==> config.mk <==
export PLATFORM = sky130hd
export DESIGN_NAME = icache_refill_ctrl
export DESIGN_NICKNAME = d
export VERILOG_FILES = /design/src/rtl/icache_refill_ctrl.sv
export SDC_FILE = /design/constraint.sdc
export NUM_CORES = 1
export LEC_CHECK = 0
export ABC_AREA = 1
export CORE_AREA = 2 2 520 522
export CTS_CLUSTER_SIZE = 8
export DETAILED_ROUTE_END_ITERATION = 6
export DIE_AREA = 0 0 522 524
export GPL_TIMING_DRIVEN = 0
export SYNTH_ARGS = -nofsm -noshare
export SYNTH_HDL_FRONTEND = slang
export SYNTH_SLANG_ARGS = --single-unit
==> constraint.sdc <==
create_clock -name i_clk -period 2.4 [get_ports i_clk]
set_input_delay 0.24 -clock i_clk [delete_from_list [all_inputs] [get_ports i_clk]]
set_output_delay 0.24 -clock i_clk [all_outputs]
set_load 0.01 [all_outputs]
==> src/rtl/icache_refill_ctrl.sv <==
// Instruction-cache refill sequencer: stalls fetch on a miss, reads the block over AXI,
// writes it into the icache and replays any branch redirect that arrived meanwhile.
module icache_refill_ctrl #(
  parameter int unsigned ADDR_WIDTH  = 64,
  parameter int unsigned BLOCK_WIDTH = 512,
  parameter int unsigned CNT_WIDTH   = 32
) (
  input  logic                   i_clk,
  input  logic                   i_arst,
  input  logic                   i_icache_hit,
  input  logic [ADDR_WIDTH-1:0]  i_pc,
  input  logic                   i_stall_ext,
  input  logic                   i_branch_mispred,
  input  logic [ADDR_WIDTH-1:0]  i_pc_target_addr,
  input  logic                   i_axi_done,
  input  logic                   i_axi_error,
  input  logic [BLOCK_WIDTH-1:0] i_axi_data,
  output logic                   o_axi_read_start,
  output logic [ADDR_WIDTH-1:0]  o_axi_read_addr,
  output logic                   o_instr_we,
  output logic [BLOCK_WIDTH-1:0] o_instr_block,
  output logic                   o_stall_fetch,
  output logic                   o_replay_valid,
  output logic [ADDR_WIDTH-1:0]  o_replay_addr,
  output logic                   o_busy,
  output logic                   o_axi_err,
  output logic [CNT_WIDTH-1:0]   o_miss_count
);

  localparam int unsigned OFS = $clog2(BLOCK_WIDTH / 8);

  typedef enum logic [2:0] {
    S_IDLE   = 3'd0,
    S_ISSUE  = 3'd1,
    S_WAIT   = 3'd2,
    S_WRITE  = 3'd3,
    S_REPLAY = 3'd4
  } state_e;

  state_e                 state_q;
  logic [ADDR_WIDTH-1:0]  addr_q;
  logic [BLOCK_WIDTH-1:0] blk_q;
  logic                   pend_q;
  logic [ADDR_WIDTH-1:0]  pend_addr_q;
  logic                   err_q;
  logic [CNT_WIDTH-1:0]   cnt_q;

  logic miss;
  logic in_refill;
  logic capture;
  logic pend_now;
  logic unused_pc_ofs;

  assign miss      = ~i_icache_hit & ~i_branch_mispred;
  assign in_refill = (state_q == S_ISSUE) | (state_q == S_WAIT) | (state_q == S_WRITE);
  assign capture   = in_refill & i_branch_mispred & ~pend_q;
  // A redirect arriving in the exit cycle itself must still steer the exit to REPLAY.
  assign pend_now  = pend_q | capture;
  assign unused_pc_ofs = ^i_pc[OFS-1:0];

  always_ff @(posedge i_clk or negedge i_arst) begin
    if (!i_arst) begin
      state_q     <= S_IDLE;
      addr_q      <= '0;
      blk_q       <= '0;
      pend_q      <= 1'b0;
      pend_addr_q <= '0;
      err_q       <= 1'b0;
      cnt_q       <= '0;
    end else begin
      if (capture) begin
        pend_q      <= 1'b1;
        pend_addr_q <= i_pc_target_addr;
      end
      case (state_q)
        S_IDLE: begin
          if (miss) begin
            addr_q <= {i_pc[ADDR_WIDTH-1:OFS], OFS'(0)};
            if (cnt_q != '1) cnt_q <= cnt_q + CNT_WIDTH'(1);
            state_q <= S_ISSUE;
          end
        end
        S_ISSUE: state_q <= S_WAIT;
        S_WAIT: begin
          if (i_axi_done) begin
            if (i_axi_error) begin
              err_q   <= 1'b1;
              state_q <= pend_now ? S_REPLAY : S_IDLE;
            end else begin
              blk_q   <= i_axi_data;
              state_q <= S_WRITE;
            end
          end
        end
        S_WRITE: state_q <= pend_now ? S_REPLAY : S_IDLE;
        S_REPLAY: begin
          if (!i_stall_ext) begin
            pend_q  <= 1'b0;
            state_q <= S_IDLE;
          end
        end
        default: state_q <= S_IDLE;
      endcase
    end
  end

  // Fetch hold: combinational in IDLE/REPLAY so fetch reacts in the same cycle.
  always_comb begin
    o_stall_fetch = 1'b1;
    case (state_q)
      S_IDLE:   o_stall_fetch = i_stall_ext | miss;
      S_REPLAY: o_stall_fetch = i_stall_ext;
      default:  o_stall_fetch = 1'b1;
    endcase
  end

  assign o_axi_read_start = (state_q == S_ISSUE);
  assign o_axi_read_addr  = addr_q;
  assign o_instr_we       = (state_q == S_WRITE);
  assign o_instr_block    = blk_q;
  assign o_replay_valid   = (state_q == S_REPLAY) & ~i_stall_ext;
  assign o_replay_addr    = pend_addr_q;
  assign o_busy           = (state_q != S_IDLE);
  assign o_axi_err        = err_q;
  assign o_miss_count     = cnt_q;

endmodule

; Yosys cells after proc, flatten, opt, wreduce, memory -nomap -nowiden
; Cells that the tools add are included.
[op_classes]
n_reduce_logical = 7
eq_ne = 8
addsub = 1
muxes = 10
bitwise = 13
[ops]
columns = op, n
row1 = $add A32 B1 Y32 const B, 1
row2 = $ne A32 B32 Y1 const B, 1
row3 = $mux W3, 5
row4 = $pmux W3 S5, 1
row5 = $reduce_and A3 Y1, 4
row6 = $eq A3 B2 Y1 const B, 2
row7 = $ne A2 B2 Y1 const B, 3
row8 = $not A1 Y1, 5
row9 = $and A1 B1 Y1, 4
row10 = $or A1 B1 Y1, 4
row11 = $eq A3 B1 Y1 const B, 1
row12 = $eq A3 B3 Y1 const B, 1
row13 = $logic_not A3 Y1, 1
row14 = $mux W1, 3
row15 = $reduce_bool A3 Y1, 1
row16 = $pmux W1 S2, 1
row17 = $reduce_and A2 Y1, 1
[word_totals]
reg_bits = 671
output_inout_bits = 678

; Logic depth before layout (Yosys ltp)
[logic_depth]
ltp_word = 10
mapped_depth = 11

; Worst setup path before layout
; No wires, ideal clock.
[synth_timing]
path_type = reg2reg
startpoint = register cnt_q[0], in the netlist o_miss_count[0]
endpoint = register cnt_q[10], in the netlist o_miss_count[10]
n_path_buf = 1
synth_period_minus_slack_ps = 1897
t_arrival_ps = 1781
path_stages_with_launch = 12
setup_time_ps = 116
setup_slack_ps = 503
cell_sequence = dfrtp_1 ha_1 inv_1 nor2_2 nand2_1 nor2_2 nand3_1 nand2_2 inv_2 buf_6 nand2_1 nand2_1
[synth_via]
elab_chain_len = 2
word_cells_on_any_way = 3
classes_between = 1 x add/sub / 1 x eq/ne / 1 x reduce/logical
[synth_rtl]
columns = element, line_no
row1 = "start, declared", 46  ; logic [CNT_WIDTH-1:0] cnt_q;
row2 = "start signal, assigned", 79  ; if (cnt_q != '1) cnt_q <= cnt_q + CNT_WIDTH'(1);
row3 = branches (longest 2 deep; another with $add A32 B1 Y32), -
; Several ways; the timed one is not identified.
; A chain may end at the register's enable or synchronous reset.

; Worst setup path in the final report
[layout_timing]
startpoint = register state_q[1]
endpoint = output port o_stall_fetch
[layout_via]
elab_chain_len = 2
word_cells_on_any_way = 3
classes_between = 1 x eq/ne / 1 x mux / 1 x reduce/logical
[layout_rtl]
columns = element, line_no
row1 = "start, declared", 40  ; state_e state_q;
row2 = "start signal, assigned", 88  ; state_q <= pend_now ? S_REPLAY : S_IDLE;
row3 = "start signal, assigned", 95  ; S_WRITE: state_q <= pend_now ? S_REPLAY : S_IDLE;
row4 = $eq A3 B3 Y1 / $logic_not A3 Y1 (equally long branches), 110  ; case (state_q)
row5 = $pmux W1 S2 *, 110
row6 = "end, declared", 22  ; output logic o_stall_fetch,
; Mark *: on every way between the ends. The rest lies on a longest branch, timed or not.

==> key figures <==
Run status
  • Failing checks: setup timing
  • Status: complete, but fails checks

Synth
  • Post-synthesis sequential area ratio: 0.650
  • Yosys reg bits: approximately 670
  • Yosys top cell by area: dfrtp_1
  • Top cell type's share of synthesized area: 0.650
  • EDFF count, synth: 0
  • Synthesized instance count: 1841
  • Syn. warnings: 0
  • Mapped Area: 25800 sq um
  • Mean post-synth cell area: 14.0 sq um
  • Fraction of registers with async set/reset: 1.00
  • Netlist cell types: 28
  • Synth area leaders: dfrtp_1 65%, mux2_1 21%, nand2_1 5.4%
  • Dominant synthesized flop cell: dfrtp_1

Pwr
  • LEAKAGE: around 21 nW
  • Combinational Power Share: 0.476
  • Clock power frac: 0.217
  • Seq pwr share: 0.307
  • Worst IR Drop VDD: 0.608 mV
  • Pwr dens: 1250 nW/um^2
  • Sw Pwr: roughly 0.026 W
  • Cell internal pwr: 0.0381 W
  • Sw frac: 0.409
  • Tot Pwr: 0.0644 W

Clock network
  • CTS buffer count: 106
  • TritonCTS clock tree: built
  • Maximum root-to-sink buffer count: 4
  • H-tree levels: 3
  • Clk sinks: 671
  • Reg clk slew, reported paths: 0.05 ns
  • Root Buffer: clkbuf_16
  • Worst skew pair latency: approximately 0.82 ns

Drt
  • Routed vias: 23600
  • DRC Markers: 0
  • DRT antenna net count: 0
  • Average wire per standard cell: 30.6 microns
  • DR iter-0 viols: around 1200
  • Via density: roughly 3.2
  • Post-Route WL: between 200000 and 250000 microns
  • Drt first pass iters: 5

Global routing
  • Initial antenna violation count: between 100 and 150
  • Most used routing layer: met2
  • Met2 usage: 0.246
  • GRT Util Overall: 0.159
  • GR met1 Demand/Resource: 0.165
  • Total grt overflow: 0
  • Number of global-route vias before repair: 25500
  • Largest net degree at the start of global routing: 119
  • Met3 usage: 0.119
  • First-pass GRT wire length: 279000 microns

Place
  • Final GP Congestion: 0.922
  • Place WS: -1.34 ns
  • Placed Cells incl. Taps: roughly 6700
  • Placed inst area: 43600 sq um
  • Post-DP HPWL: between 150000 and 200000 microns
  • Port bufs: around 1300

Critical path
  • Top cell by count, worst path: buf_12
  • Arr. time, crit path: about 2.2 ns
  • CP Data Required Time: 2.16 ns
  • CP cell instances: nor2_4 > nand2_4 > nor3_4 > buf_12 > inv_2 > buf_12 > nand3_2 > buf_6
  • Startpoint types: flop
  • Critical path peak fanout: 5
  • Critical setup path kind: reg2out
  • CP endpoint kind: output port
  • Slowest stage cell, crit path: dfrtp_2
  • Crit path largest cell delay: 0.44 ns

STA
  • Worst Clk Skew: 0.0364 ns
  • Max-slew violation count: 0
  • Slew margin rel.: 0.454
  • Share of the clock period used by the worst path after layout: 1.01
  • Worst-Margin Slew: 0.819 ns
  • F_max: approximately 0.41 GHz
  • Final setup fails: 1
  • Hold Vio Cnt, Final: 0
  • RSZ-0062 raised after global routing: true
  • Post-route setup slack: -0.0288 ns
  • Fin crit period: 2.43 ns

Cells and area
  • Fin area: roughly 52000 sq um
  • Finished Core Util: 0.193
  • Fin nets: 4412
  • Layout Cells excl Fill: around 7400
  • Layout cells sized above 1: 0.0900
  • Area growth, synth to finish: 100%

Floorplanning
  • Die Span Y: about 520 microns
  • Core ar.: 267000 sq um
  • Top Ports: between 1000 and 1500
  • Row cnt: 190
  • Initial Util: 0.0966
  • Die width: between 500 and 600 microns
  • DIE AREA: 274000 sq um

Job
  • Max-cap viol count: 0

Min path
  • Tightest Hold Check Type: in2reg
[cells by family (layout without fill, tap and decap cells)]
| family | Yosys count | count (layout) | synth area share |
|---|---|---|---|
| simple gates | 458 | 458 | 0.0704 |
| other cells | 1 | 62 | 0.000145 |
| compound gates | 14 | 14 | 0.00295 |
| flops | 671 | 671 | 0.650 |
| xor+xnor | 13 | 13 | 0.00441 |
| mux | 576 | 576 | 0.251 |
| buf+inv | 107 | 2051 | 0.0205 |
| fa+ha+maj | 1 | 1 | 0.000484 |
[final timing paths]
check,from,slack [ns],cells past startpoint,to
setup / recovery,state_q[1]$_DFFE_PN0P_,-0.03,8,o_stall_fetch
hold / removal,i_axi_data[485],0.07,2,o_instr_block[485]$_DFFE_PN0P_
hold reg to reg,o_axi_read_addr[26]$_DFFE_PN0P_,0.47,2,o_axi_read_addr[26]$_DFFE_PN0P_
setup reg to reg,state_q[0]$_DFFE_PN0P_,0.10,8,o_instr_block[22]$_DFFE_PN0P_
min in group asynchronous,i_arst,0.50,3,o_instr_block[398]$_DFFE_PN0P_
max in group asynchronous,i_arst,0.22,6,o_instr_block[40]$_DFFE_PN0P_
[repair_timing]
item | in CTS | in global routing
hold endpoints to repair | 706 | 0
gates resized for setup | 68 | 15
pin swaps | 3 | 1
setup buffers | 11 | 0
hold buffers | 483 | 0
cloned | 0 | 1
setup endpoints to repair | 646 | 156
[sequential cells by signal, indices dropped and copies added, names as in the netlist]
register	flops
o_axi_err	1
state_q	3
o_miss_count	32
pend_q	1
o_replay_addr	64
o_instr_block	512
o_axi_read_addr	58
[cells in the mapped netlist, types with 6 or more instances]
cell / number
xor2_1: 8
nand3b_1: 14
mux2_2: 96
mux2_1: 480
nand3_1: 6
buf_2: 66
inv_1: 19
dfrtp_1: 671
clkbuf_1: 9
nor2_1: 55
nand2_1: 372
o21ai_0: 7
buf_4: 8
[power groups by stage]
| stage | combinational (W) | sequential (W) | clock, W |
|---|---|---|---|
| CTS | 0.0315 | 0.0198 | 0.0145 |
| detailed placement | 0.0305 | 0.0198 | 0 |
| global route | 0.0327 | 0.0204 | 0.0149 |
| finish | 0.0307 | 0.0198 | 0.0140 |
| floorplan | 0.00476 | 0.0218 | 0 |
| global placement | 0.0305 | 0.0197 | 0 |
[cell type report]
| cell class | count | area, sq um |
|---|---|---|
| Sequential cell | 671 | 16800 |
| Clock buffer | 119 | 2780 |
| Buffer | 82 | 452 |
| Multi-Input combinational cell | 1068 | 8570 |
| Tap cell | 3552 | 4440 |
| Timing Repair Buffer | 1813 | 18300 |
| Inverter | 22 | 82.6 |
| Antenna cell | 56 | 140 |
| Clock inverter | 15 | 165 |
| Fill cell | 28900 | 216000 |
[metal layers]
metal	vias to the layer above	part of all wire
li1	10100	-
met1	11700	0.36
met2	1313	0.44
met3	376	0.17
met4	42	0.038
met5	-	0.0012
[metrics by stage]
step	TNS (ns)	hold WS [ns]
2_1_floorplan	0	-0.0556
3_3_place_gp	-	0.457
3_5_place_dp	-326.90	0.294
4_1_cts	-0.179	0.000112
5_1_grt	-0.210	0.0282
6_report	-0.0288	0.0663
[critical path: cells and delay by family, from the launching register on]
family / cells / cell delay (ns)
buffers and inverters: 4 / 0.48
DFF: 1 / 0.44
and+or+nand+nor: 4 / 0.47
[layout by cell type (no fill, tap or decap), drive strengths merged]
| cell | instances |
|---|---|
| a21oi | 3 |
| a31o | 1 |
| buf | 93 |
| bufinv | 2 |
| clkbuf | 130 |
| clkdlybuf4s15 | 2 |
| clkdlybuf4s50 | 1262 |
| clkinv | 8 |
| clkinvlp | 4 |
| conb | 6 |
| dfrtp | 671 |
| diode | 56 |
| dlygate4sd2 | 37 |
| dlygate4sd3 | 482 |
| dlymetal6s2s | 8 |
| ha | 1 |
| inv | 23 |
| mux2 | 576 |
| nand2 | 373 |
| nand3 | 7 |
| nand3b | 14 |
| nand4 | 2 |
| nor2 | 59 |
| nor3 | 3 |
| o211ai | 1 |
| o21ai | 9 |
| xnor2 | 5 |
| xor2 | 8 |
No activity file was read; power rests on OpenSTA's default activity.
